File: src/rtl/alu_pkg.sv
// Shared types and constants for the Slipstream ALU carry/sequencing logic.
package alu_pkg;

  typedef enum logic [1:0] {
    CY_ZERO  = 2'b00,
    CY_ONE   = 2'b01,
    CY_FLAG  = 2'b10,
    CY_NFLAG = 2'b11
  } carry_mode_t;

  typedef enum logic [1:0] {
    IDLE = 2'b00,
    LO   = 2'b01,
    HI   = 2'b10,
    DONE = 2'b11
  } state_t;

  // CYMUX select encodings as {sell_1, sell_0}
  localparam logic [1:0] SEL_C = 2'b01;
  localparam logic [1:0] SEL_B = 2'b11;
  localparam logic [1:0] SEL_A = 2'b10;

endpackage

File: src/rtl/alu_carry_ctl.sv
// Carry-control and multi-precision sequencer: drives CYMUX, owns the carry/zero
// flags and sequences 16-bit single-pass and 32-bit two-pass ALU operations.
module alu_carry_ctl
  import alu_pkg::*;
(
  input  logic MasterClock,
  input  logic Reset,
  input  logic req_valid,
  output logic req_ready,
  input  logic [1:0] req_mode,
  input  logic req_long,
  input  logic alu_co,
  input  logic alu_zero,
  input  logic cf_load,
  input  logic cf_value,
  output logic cy_a,
  output logic cy_b,
  output logic cy_c,
  output logic sell_0,
  output logic sell_1,
  output logic alu_strobe,
  output logic pass_hi,
  output logic done,
  output logic carry_flag,
  output logic zero_flag
);

  state_t      state_q, state_d;
  carry_mode_t mode_q;
  logic        long_q;
  logic        carry_tmp, zero_tmp;
  logic [1:0]  sel;
  logic        accept;
  logic        final_pass;

  assign accept     = req_valid && (state_q == IDLE);
  // The pass whose carry-out becomes architectural: LO of a short op, HI of a long op.
  assign final_pass = ((state_q == LO) && !long_q) || (state_q == HI);

  assign cy_b = 1'b1;
  assign cy_c = 1'b0;
  assign {sell_1, sell_0} = sel;

  // Everything below decodes registered state only; req_* never reaches CYMUX directly.
  always_comb begin
    // NOTE: every output gets a default before the case so no path leaves one unassigned, which would infer a latch.
    state_d    = state_q;
    req_ready  = 1'b0;
    alu_strobe = 1'b0;
    pass_hi    = 1'b0;
    done       = 1'b0;
    sel        = SEL_C;
    cy_a       = carry_flag;
    unique case (state_q)
      IDLE: begin
        req_ready = 1'b1;
        if (req_valid) state_d = LO;
      end
      LO: begin
        alu_strobe = 1'b1;
        state_d    = long_q ? HI : DONE;
        unique case (mode_q)
          CY_ZERO:  sel = SEL_C;
          CY_ONE:   sel = SEL_B;
          CY_FLAG:  sel = SEL_A;
          CY_NFLAG: begin
            sel  = SEL_A;
            cy_a = ~carry_flag;
          end
        endcase
      end
      HI: begin
        alu_strobe = 1'b1;
        pass_hi    = 1'b1;
        sel        = SEL_A;
        cy_a       = carry_tmp;
        state_d    = DONE;
      end
      DONE: begin
        done    = 1'b1;
        state_d = IDLE;
      end
    endcase
  end

  // NOTE: sequential state uses non-blocking assignments so every register samples pre-edge values.
  always_ff @(posedge MasterClock) begin
    if (Reset) begin
      state_q    <= IDLE;
      mode_q     <= CY_ZERO;
      long_q     <= 1'b0;
      carry_tmp  <= 1'b0;
      zero_tmp   <= 1'b0;
      carry_flag <= 1'b0;
      zero_flag  <= 1'b0;
    end else begin
      state_q <= state_d;
      if (accept) begin
        mode_q <= carry_mode_t'(req_mode);
        long_q <= req_long;
      end
      if (state_q == LO) begin
        carry_tmp <= alu_co;
        zero_tmp  <= alu_zero;
      end
      // An ALU capture on the final pass takes priority over a direct flag write.
      if (final_pass) begin
        carry_flag <= alu_co;
        zero_flag  <= (state_q == HI) ? (zero_tmp & alu_zero) : alu_zero;
      end else if (cf_load) begin
        carry_flag <= cf_value;
      end
    end
  end

endmodule

File: config.mk
export PLATFORM = sky130hd
export DESIGN_NAME = alu_carry_ctl
export DESIGN_NICKNAME = d
export VERILOG_FILES = /design/src/rtl/alu_pkg.sv /design/src/rtl/alu_carry_ctl.sv
export SDC_FILE = /design/constraint.sdc
export NUM_CORES = 1
export LEC_CHECK = 0
export BUFFER_PORTS_ARGS = -buffer_cell sky130_fd_sc_hd__buf_4
export CORE_AREA = 2 2 39 41
export CTS_CLUSTER_DIAMETER = 50
export DETAILED_ROUTE_END_ITERATION = 8
export DIE_AREA = 0 0 41 43
export PLACE_DENSITY = 0.67
export SYNTH_ARGS = -nofsm -noshare
export SYNTH_HDL_FRONTEND = slang
export SYNTH_SLANG_ARGS = --single-unit
File: constraint.sdc
create_clock -name MasterClock -period 2.48 [get_ports MasterClock]
set_input_delay 0.496 -clock MasterClock [delete_from_list [all_inputs] [get_ports MasterClock]]
set_output_delay 0.496 -clock MasterClock [all_outputs]
set_load 0.02 [all_outputs]
Word-level counts from Yosys, hierarchy flattened. Cells that the tools add are included.

Equality and inequality tests: 7. Multiplexer cells: 14. Bitwise logic cells: 2. Reductions and logical operators: 9.

Operator list (count): 1-bit 2-to-1 mux (9); 2-bit == test, second input constant (4); 2-bit case mux with 4 select lines (1); 2-bit case mux with 3 select lines (1); 2-bit by 1-bit == test with 1-bit output, second input constant (2); 2-bit logical NOT (2); 2-bit case mux with 2 select lines (1); 2-bit OR reduction (2); 1-bit logical AND (2); 2-bit 2-to-1 mux (1); 2-bit != test, second input constant (1); 1-bit case mux with 2 select lines (1); 2-bit nonzero test (1); 1-bit bitwise AND (1); 1-bit logical NOT (1); 1-bit logical OR (1); 1-bit inverter (1).

Flip-flop bits (word level): 9. Bits of input ports: 10. Output and inout port bits: 11. Logic and storage cells: 39.

Longest topological paths before layout.
Depth in word-level cells: 4. Mapped depth: 6. Gate-level depth less buffers: 5.

Worst setup path after synthesis. No wires, ideal clock.

Path kind: reg-to-output. Start point: reg state_q[0]. End point: out sell_1. Arrival time: 1.405 ns. Data required time: 1.984 ns. Path slack: 0.579 ns. Cell stages (with the launch flop): 5. Path buffers: 0. Path through: dfxtp_1 -> inv_1 -> ha_1 -> inv_1 -> a21boi_0.

Cells in the longest elaborated chain, start to end: 2. Elaborated cells between the ends (all ways): 3. Those cells by class: eq/ne: 2; mux: 1.

RTL lines: from (decl) (RTL line alu_carry_ctl.sv:28) `state_t state_q, state_d;`; from (signal assigned) (RTL line alu_carry_ctl.sv:97) `state_q <= state_d;`; 2-bit == test or 2-bit by 1-bit == test with 1-bit output (tied branches) (RTL line alu_carry_ctl.sv:54) `unique case (state_q)`; 2-bit case mux with 2 select lines * (RTL line alu_carry_ctl.sv:54); to (decl) (RTL line alu_carry_ctl.sv:20) `output logic sell_1,`.

Every way passes the cells marked *; elsewhere a longest branch is shown, timed or not.

Worst setup path after layout.
Start point: reg state_q[1]. End point: out cy_a.

Cells in the longest elaborated chain, start to end: 2. Elaborated cells between the ends (all ways): 3. Those cells by class: eq/ne: 2; mux: 1.

RTL lines: 2-bit == test or 2-bit by 1-bit == test with 1-bit output (tied branches) (RTL line alu_carry_ctl.sv:54); 1-bit case mux with 2 select lines * (RTL line alu_carry_ctl.sv:54); to (decl) (RTL line alu_carry_ctl.sv:16) `output logic cy_a,`.

Marks and branches as above.

==> results.yml <==
finish:
  drive_gt1_share_pct: 29.87
  fillers: 148
  final_cell_mix: "buf_4 (18), dfxtp_1 (9), a21oi_1 (7)"
  area_delta_synth_final_pct: 29.30
  antennaDiodeCount: 0
  stdcell_count: 93
  final_common_cell: "buf_4"
  nNetsFinal: 92
  final_area_um2: 668.1
logic_synthesis:
  yosysUniqueCellTypes: 21
  yosysSeqAreaShare_pct: 34.87
  syn_avg_cell_area_um2: 8.758
  synth_nets: 73
  ys_ff_latch: 9
  synth_area_leaders: "dfxtp_1 (35%), ha_1 (9.7%), mux2i_1 (9.7%)"
  synth_area_um2: 516.7
  yosys.area.top_type_share_pct: 34.87
  yosysTopAreaCell: "dfxtp_1"
  yosysWarningCount: 0
  syn_inst: 59
clocking:
  htree_levels: 1
  hold_buffers: 0
  clock_path_buffers: 2
  clock_latency_ns: 0.26
  postCtsSetupBuffers: 0
  cts_buffers: 3
  tritoncts: "yes"
  cts_resized: 0
  root_buffer: "clkbuf_4"
  clkSinkCount: 9
  path_clk_slew_ns: 0.06
route:
  dr.pass1.iters: 4
  ant_nets: 0
  wl_um: 1086
  num_vias: 468
  routedWlPerCell_um: 11.68
  viasPerCell: 5.032
  drt_iter0_markers: 5
  drc: 0
critical_path:
  critPathCaptureType: "primary output"
  crit_path_top_delay_cell: "ha_1"
  rr_worst_depth: 5
  r2r_setup_slack_ns: 1.12
  critPathKind: "flip-flop to primary output"
  crit_start: "state_q[1]"
  critPathArrivalTime_ns: 1.59
  max_stage_delay_ns: 0.35
  crit_required_ns: 1.98
  cp_max_fo: 7
  start_kind: "flip-flop"
  r2r-start: "state_q[0]"
  r2r-end: "zero_flag"
  cp_cell_sequence: "inv_1, ha_1, and4b_1, a21oi_1, o21ai_0, buf_4"
timing:
  hold_viol: 0
  drv_slew: 0
  finalCritPeriodShare_pct: 84.29
  setup_viol: 0
  skew_ns: 0.004585
  fin_setup_tns_ns: 0
  fin_crit_ns: 2.090
  holdWs_ns: 0.4661
  max_freq_mhz: 478.4
  rsz0062_at_grt: "no"
floorplanning:
  num_rows: 14
  ioPinCount: 21
  die_y_um: 43
  dieArea_um2: 1763
  die_x_um: 41
  coreArea_um2: 1384
  initial_core_util_pct: 37.34
global_route:
  grtUsageMet2_pct: 21.25
  busiest_layer: "met2"
  grt_pass1_vias: 429
  grt_overflow: 0
  grt_pass1_wl_um: 1821
  use_met1_pct: 20.20
  grt_antenna_before_repair: 0
  grtUsageMet3_pct: 4.712
  grt_max_degree: 10
  track_usage_pct: 15.83
hold_path:
  hold_depth: 2
  hold-path-endpoint: "long_q"
  worstHoldStart: "long_q"
  hold_path.class: "flip-flop to flip-flop"
run:
  drv_cap: 0
pwr:
  peakVddDrop_v: 0.0005680
  power.share.sequential_pct: 28.5
  p_comb_share_pct: 56.8
  power_leakage_nw: 0.2989
  internal-power_w: 0.0004386
  cellPowerDensity_nw_per_um2: 1152
  swShare_pct: 42.99
  clock_power_share_pct: 14.7
  p_switching_w: 0.0003308
placed_design:
  gp_congestion: 0.7417
  port_buffers: 18
  hpwl_um: 839.6
  dp.cells: 89
  dpl_cell_area_um2: 641.9
run_status:
  status: "complete, no violations"
[synthesized netlist by cell type]
master / number
nand2_1: 4
nor2_1: 3
dfxtp_1: 9
mux2i_1: 5
conb_1: 2
a21o_1: 1
o21ai_0: 4
nand2b_1: 1
a311oi_1: 1
nor3b_1: 1
a2111oi_2: 1
and4b_1: 1
buf_4: 2
a21oi_1: 7
inv_1: 5
nand2b_4: 1
a21boi_0: 2
buf_6: 1
ha_1: 4
clkbuf_1: 1
nand3_1: 3
[critical path: cells and delay by family (launching register included)]
| family | cells | cell delay (ns) |
|---|---|---|
| AO/OA/AOI/OAI | 2 | 0.18 |
| adder cells (fa/ha/maj) | 1 | 0.35 |
| buffers and inverters | 2 | 0.24 |
| flip-flops | 1 | 0.33 |
| AND/OR/NAND/NOR | 1 | 0.24 |
[kinds of logic (layout without fill, tap and decap cells)]
family / count (synthesis) / in the layout / share of synthesized area, %
simple gates: 14 / 14 / 15.25
fa+ha+maj: 4 / 4 / 9.686
buf+inv: 9 / 27 / 9.442
mux: 5 / 5 / 9.686
flops: 9 / 9 / 34.87
compound gates: 16 / 16 / 19.61
other cells: 2 / 2 / 1.453
[cell type report]
type	instances	area, µm²	area share (%)
flip-flops and latches	9	180.2	26.97
multi-input cells	41	287.8	43.07
inverters	5	18.77	2.809
repair buffers	18	135.1	20.22
clock buffers	4	26.28	3.933
well taps	16	20.02	2.996
[power by group through the flow]
stage	combinational (W)	sequential (W)	clock, W
floorplan	0.000299	0.000232	0
global placement	0.000435	0.000221	0
detailed placement	0.000441	0.000222	0
CTS	0.000442	0.000219	0.000119
global route	0.000481	0.000225	0.000129
finish	0.000437	0.000219	0.000113
[state kept, by name (all words and copies together) (netlist names)]
name and flops:
carry_tmp 1, state_q 2, mode_q 2, zero_flag 1, long_q 1, zero_tmp 1
carry_flag 1
[metal layers]
layer  routed length [µm]  part of all wire, %
met1                  485                   45
met5                    0                    0
met2                  493                   45
met4                   29                  2.7
met3                   77                  7.1
[through the flow]
step	total power [W]	setup WS, ns	utilization (%)
after CTS	0.0007805	0.3808	48.28
final	0.0007694	0.3897	48.28
after detailed placement	0.0006630	0.6547	46.38
after floorplan	0.0005313	0.5786	-
after global placement	0.0006557	0.6923	46.38
after global routing	0.0008353	0.2712	48.28
[worst max path at each step]
stage,endpoint,slack (ns),cells past startpoint
after detailed placement,cy_a,0.65,6
after global placement,cy_a,0.69,6
after CTS,cy_a,0.38,6
final,cy_a,0.39,6
after global routing,cy_a,0.27,6
after floorplan,sell_1,0.58,4
Note: power is estimated with default switching activity, not from simulation.
